[config.mk]
export PLATFORM = sky130hd
export DESIGN_NAME = uart_rx
export DESIGN_NICKNAME = d
export VERILOG_FILES = /design/src/rtl/uart_rx.sv
export SDC_FILE = /design/constraint.sdc
export NUM_CORES = 1
export LEC_CHECK = 0
export CAP_MARGIN = 15
export CELL_PAD_IN_SITES_DETAIL_PLACEMENT = 1
export CELL_PAD_IN_SITES_GLOBAL_PLACEMENT = 2
export CORE_MARGIN = 3
export CORE_UTILIZATION = 35
export DETAILED_ROUTE_END_ITERATION = 7
export PLACE_DENSITY_LB_ADDON = 0.1
export SYNTH_ARGS = -nofsm -noshare
export SYNTH_HDL_FRONTEND = slang
export SYNTH_SLANG_ARGS = --single-unit
[constraint.sdc]
create_clock -name clk_in -period 2.3 [get_ports clk_in]
set_input_delay 0.23 -clock clk_in [delete_from_list [all_inputs] [get_ports clk_in]]
set_output_delay 0.23 -clock clk_in [all_outputs]
set_load 0.01 [all_outputs]
[src/rtl/uart_rx.sv]
// uart_rx: 8N1 serial receiver with a 16x oversampling tick, mid-bit sampling,
// a single-entry holding register with acknowledge, and framing/overrun pulses.
module uart_rx #(
    parameter int unsigned CLK_FREQ = 50_000_000,
    parameter int unsigned BAUD     = 9600
) (
    input  logic       clk_in,
    input  logic       reset,
    input  logic       rx_in,
    input  logic       rd_ack,
    output logic [7:0] data_out,
    output logic       data_valid,
    output logic       frame_err,
    output logic       overrun,
    output logic       busy
);

    localparam int unsigned TICK_DIV = CLK_FREQ / (BAUD * 16);
    localparam int unsigned CNT_W    = (TICK_DIV >= 2) ? $clog2(TICK_DIV) : 1;
    localparam logic [CNT_W-1:0] TICK_MAX = CNT_W'(TICK_DIV - 1);

    if (TICK_DIV < 2) begin : g_div_check
        $error("uart_rx: CLK_FREQ / (BAUD*16) must be at least 2");
    end

    typedef enum logic [2:0] {
        StIdle,
        StStart,
        StData,
        StStop,
        StWaitHigh
    } state_e;

    state_e           r_state;
    logic             r_rx_meta;
    logic             r_rx_s;
    logic [CNT_W-1:0] r_tick_cnt;
    logic [3:0]       r_bit_tick;
    logic [2:0]       r_bit_idx;
    logic [7:0]       r_shift;
    logic [7:0]       r_data_out;
    logic             r_data_valid;
    logic             r_frame_err;
    logic             r_overrun;

    logic w_tick;
    logic w_start;

    assign w_tick  = (r_tick_cnt == TICK_MAX);
    // Start-edge detection; shared by the tick divider and the FSM so both realign together.
    assign w_start = (r_state == StIdle) && !r_rx_s;

    // Two-flop synchronizer for the asynchronous serial line (idles high).
    always_ff @(posedge clk_in) begin
        if (reset) begin
            r_rx_meta <= 1'b1;
            r_rx_s    <= 1'b1;
        end else begin
            r_rx_meta <= rx_in;
            r_rx_s    <= r_rx_meta;
        end
    end

    // 16x baud tick divider, phase-aligned to the detected start edge.
    always_ff @(posedge clk_in) begin
        if (reset) begin
            r_tick_cnt <= '0;
        end else if (w_start || w_tick) begin
            r_tick_cnt <= '0;
        end else begin
            r_tick_cnt <= r_tick_cnt + 1'b1;
        end
    end

    // Receive FSM with registered data/status outputs.
    always_ff @(posedge clk_in) begin
        if (reset) begin
            r_state      <= StIdle;
            r_bit_tick   <= 4'd0;
            r_bit_idx    <= 3'd0;
            r_shift      <= 8'h00;
            r_data_out   <= 8'h00;
            r_data_valid <= 1'b0;
            r_frame_err  <= 1'b0;
            r_overrun    <= 1'b0;
        end else begin
            r_frame_err <= 1'b0;
            r_overrun   <= 1'b0;
            // Acknowledge clears the holding register; a same-cycle delivery below overrides.
            if (rd_ack && r_data_valid) begin
                r_data_valid <= 1'b0;
            end

            unique case (r_state)
                StIdle: begin
                    if (!r_rx_s) begin
                        r_state    <= StStart;
                        r_bit_tick <= 4'd0;
                        r_bit_idx  <= 3'd0;
                    end
                end
                StStart: begin
                    if (w_tick) begin
                        if (r_bit_tick == 4'd7) begin
                            // Mid start bit: a high line means the edge was a glitch.
                            if (r_rx_s) begin
                                r_state <= StIdle;
                            end else begin
                                r_state    <= StData;
                                r_bit_tick <= 4'd0;
                            end
                        end else begin
                            r_bit_tick <= r_bit_tick + 4'd1;
                        end
                    end
                end
                StData: begin
                    if (w_tick) begin
                        r_bit_tick <= r_bit_tick + 4'd1;
                        if (r_bit_tick == 4'd15) begin
                            r_shift[r_bit_idx] <= r_rx_s;
                            r_bit_idx          <= r_bit_idx + 3'd1;
                            if (r_bit_idx == 3'd7) begin
                                r_state <= StStop;
                            end
                        end
                    end
                end
                StStop: begin
                    if (w_tick) begin
                        r_bit_tick <= r_bit_tick + 4'd1;
                        if (r_bit_tick == 4'd15) begin
                            if (r_rx_s) begin
                                r_state <= StIdle;
                                if (!r_data_valid || rd_ack) begin
                                    r_data_out   <= r_shift;
                                    r_data_valid <= 1'b1;
                                end else begin
                                    r_overrun <= 1'b1;
                                end
                            end else begin
                                r_frame_err <= 1'b1;
                                r_state     <= StWaitHigh;
                            end
                        end
                    end
                end
                StWaitHigh: begin
                    // Line stuck low (break): wait for it to recover before hunting a new start.
                    if (r_rx_s) begin
                        r_state <= StIdle;
                    end
                end
                default: begin
                    r_state <= StIdle;
                end
            endcase
        end
    end

    assign data_out   = r_data_out;
    assign data_valid = r_data_valid;
    assign frame_err  = r_frame_err;
    assign overrun    = r_overrun;
    assign busy       = (r_state != StIdle);

endmodule

==> results.txt, run 1 <==
----------------------------------------------------
[Timing]
  Setup tns final ... 0 ns
  Max-slew violation count ... 0
  RSZ-0062 raised after global routing ... false
  Worst hold margin ... approximately 0.43 ns
  Crit path time final ... around 2.1 ns
  Clock tree skew after final layout ... 0.00820 ns
  Achievable Freq ... around 470 MHz
  Final setup violation count ... 0
  Number of hold violations in the final report ... 0
  Share of the cycle needed by the critical path after routing ... between 90% and 100%
  Tightest Pin Transition ... around 0.62 ns
  Worst relative slew slack ... 58.4%

[Worst setup path]
  Crit-path max FO ... 18
  Crit. End Element ... output port
  Required time reported for the critical path endpoint ... about 2.1 ns
  Arrival time at the worst endpoint ... between 1.5 and 2 ns
  Startpoint-to-endpoint class of the critical path ... flip-flop to output port
  CP Launch Type ... flip-flop

[Synth]
  Synthesized-area fraction occupied by ao, oa, aoi and oai cells ... 16.2%
  Flip-flop and latch count after synthesis ... 40
  Async S/R FF share, synth ... 0%
  Number of warnings printed during yosys synthesis ... 0
  Predominant post-synthesis flop cell ... sky130_fd_sc_hd__dfxtp_1
  Number of instances in the synthesized netlist ... ~230
  Area share of xor/xnor cells in the synthesized design ... between 4 and 5%
  Post-Synthesis Net Count ... about 230
  Multiplexer share of the synthesized area ... under 10%
  Post-Synth Adder-Cell Area ... ~3.2%
  Netlist area before placement ... 0.00195 mm^2
  Portion of the post-synthesis area used by sequential elements ... between 40% and 50%
  Dominant combinational cell family by area after synthesis ... simple AND/OR/NAND/NOR gates
  Distinct cell type count of the synthesized netlist ... 41
  Fraction of the mapped netlist area in simple logic gates ... about 29%
  Avg Synthesized Cell Area ... between 8 and 9 um^2
  Number of enable-type register cells in the synthesized netlist ... 0

[Routing]
  Drt pass-1 iters ... 4
  Count of antenna-violating nets left after detailed routing ... 0
  Number of vias in the routed layout ... between 1,500 and 2,000
  Wirelength, routed ... 4.80 mm
  Routed wire per std cell ... between 15 and 20 um
  Number of DRC violations after detailed-routing iteration 0 ... 88
  Via density per instance ... 5.43
  DRC violations left ... 0

[Clocking]
  Level count of the clock H-tree ... 2
  CTS Root Cell ... sky130_fd_sc_hd__clkbuf_8
  Skew-Pair Late Insertion Delay ... roughly 0.29 ns
  CTS Buf Count ... 5
  Clock transition time at the flip-flop clock pins of the worst setup and hold paths ... around 0.070 ns
  Clock Tree Buf Depth ... 2
  Clock tree from TritonCTS ... built
  Clock Sink Count ... 40
  Number of post-CTS setup repair buffers ... 0
  Number of instances resized during post-cts repair ... 0
  Cts hold-fix bufs ... 0

[Pwr]
  Pleak ... 0.746 nW
  Power per standard cell area ... around 640 mW/mm^2
  Total power ... 1.44 mW
  Worst-case vdd ir drop ... ~0.28 mV

[Floorplan]
  Core box area ... between 0.005 and 0.006 mm^2
  DIE WIDTH ... just over 80 um
  Die height ... just over 80 um
  Area enclosed by the die boundary ... 0.00649 mm^2
  Number of top-level pins ... 16
  Initial Utilization ... 37.2%
  Placement Rows ... 26

[Worst hold path]
  Kind of path behind the tightest hold check ... flip-flop to flip-flop

[Final layout]
  Antenna fix cells ... 0
  Share of post-route cells with drive strength above 1 ... between 7 and 8%
  Most frequent cells in the layout ... sky130_fd_sc_hd__dfxtp_1, sky130_fd_sc_hd__a21oi_1, sky130_fd_sc_hd__nand3_1
  Final Non-Filler Cells ... slightly above 300
  Layout net count ... about 240
  Most frequent standard cell in the layout excluding fill and tap cells ... sky130_fd_sc_hd__dfxtp_1
  Area growth from synthesis to layout ... 15.1%
  Final standard cell utilization of the core ... between 40% and 50%

[Run status]
  Status ... finished, final reports clean

[GRT]
  GR Overflow Total ... 0
  Vias in the first global route ... 1,698
  Global routing usage summed across all routing layers ... between 15 and 20%
  Global-route wire length before repair ... a little over 8 mm
  Number of antenna violations at the first check in global routing ... 0
  Maximum number of pins on one net before global-route repair ... 33

[Placed design]
  PortBufs ... 15
  Placed Cells ... slightly below 300
  RePlAce Congestion ... between 0.7 and 0.8
  Detail Placement HPWL ... ~3.5 mm

[Run]
  Max-cap violations ... 0

----------------------------------------------------
-- report_power, final --
group,internal (mW),switching (mW),leakage (nW),total [mW]
registers,0.705,0.0297,0.323,0.735
clock network,0.267,0.231,0.0503,0.498
logic,0.0923,0.117,0.372,0.209
-- cells by family after synthesis --
family,Yosys count
buffers and inverters,21
DFF,40
adders and majority gates,5
muxes,4
AOI/OAI and AO/OA,52
and+or+nand+nor,94
xor gates and xnor gates,9
-- stage by stage --
stage | setup slack (ns) | area (um^2)
2_1_floorplan | 0.471 | 1950
3_3_place_gp | 0.356 | 2140
3_5_place_dp | 0.304 | 2140
4_1_cts | 0.194 | 2240
5_1_grt | 0.0805 | 2240
6_report | 0.184 | 2240
-- per-layer routing --
metal  GRT usage, %  routed length, um  up-vias
met5              0                  0        -
met4           4.05                 48        0
met3           3.25                160        7
met2           25.9               2280       19
met1           22.1               2310      795
li1               -                  -      836
-- cells in the mapped netlist (3+ instances only) --
library cell               number  area (um^2)
sky130_fd_sc_hd__nor2_1        16         60.1
sky130_fd_sc_hd__xnor2_1        3         26.3
sky130_fd_sc_hd__dfxtp_1       40          801
sky130_fd_sc_hd__nand3_1       22          110
sky130_fd_sc_hd__o21ai_0       14         70.1
sky130_fd_sc_hd__inv_1          6         22.5
sky130_fd_sc_hd__o31ai_1        4         30.0
sky130_fd_sc_hd__clkbuf_1      10         37.5
sky130_fd_sc_hd__buf_2          5         25.0
sky130_fd_sc_hd__nor3_1         7         35.0
sky130_fd_sc_hd__nand2b_1       6         37.5
sky130_fd_sc_hd__a21oi_1       25          125
sky130_fd_sc_hd__mux2i_1        3         30.0
sky130_fd_sc_hd__ha_1           5         62.6
sky130_fd_sc_hd__and4_1         4         35.0
sky130_fd_sc_hd__xor2_1         6         52.6
sky130_fd_sc_hd__nand4_1       11         68.8
sky130_fd_sc_hd__nand2_1        8         30.0
sky130_fd_sc_hd__nor2b_1        3         18.8
-- final timing paths --
check / from / endpoint / slack [ns] / cells past startpoint
worst max register to register: r_state[2]$_SDFFE_PP0P_ / r_state[0]$_SDFFE_PP0P_ / 0.25 / 4
worst max-delay path: r_state[2]$_SDFFE_PP0P_ / busy / 0.18 / 3
worst min register to register: r_rx_meta$_SDFF_PP1_ / r_rx_s$_SDFF_PP1_ / 0.43 / 1
worst min-delay path: r_rx_meta$_SDFF_PP1_ / r_rx_s$_SDFF_PP1_ / 0.43 / 1
-- state kept, by name, summed over array words and instances, names as in the netlist --
register and cells:
data_out 8, r_bit_idx 3, r_rx_s 1, r_bit_tick 4, data_valid 1, frame_err 1, r_shift 8, overrun 1
r_rx_meta 1, r_tick_cnt 9, r_state 3
-- critical path: stages, from the launching register on --
cell,delay (ns)
sky130_fd_sc_hd__dfxtp_1,0.72
sky130_fd_sc_hd__nor2_1,0.22
sky130_fd_sc_hd__nand2_1,0.11
sky130_fd_sc_hd__clkdlybuf4s50_1,0.54
-- final cells by class --
cell class,instances,area (um^2)
clock buffer,7,96.3
fill,619,3000
inverter,6,22.5
multi-input combinational,164,1060
sequential,40,801
tap,70,87.6
timing repair buffer,18,173
No activity file was read; power rests on OpenSTA's default activity.
==> run 2: changes to the inputs <==
Settings changed: HOLD_SLACK_MARGIN from default to 0.06.
==> results of run 2 <==
The final DEF is identical to that of run 1; final timing and power are the same.
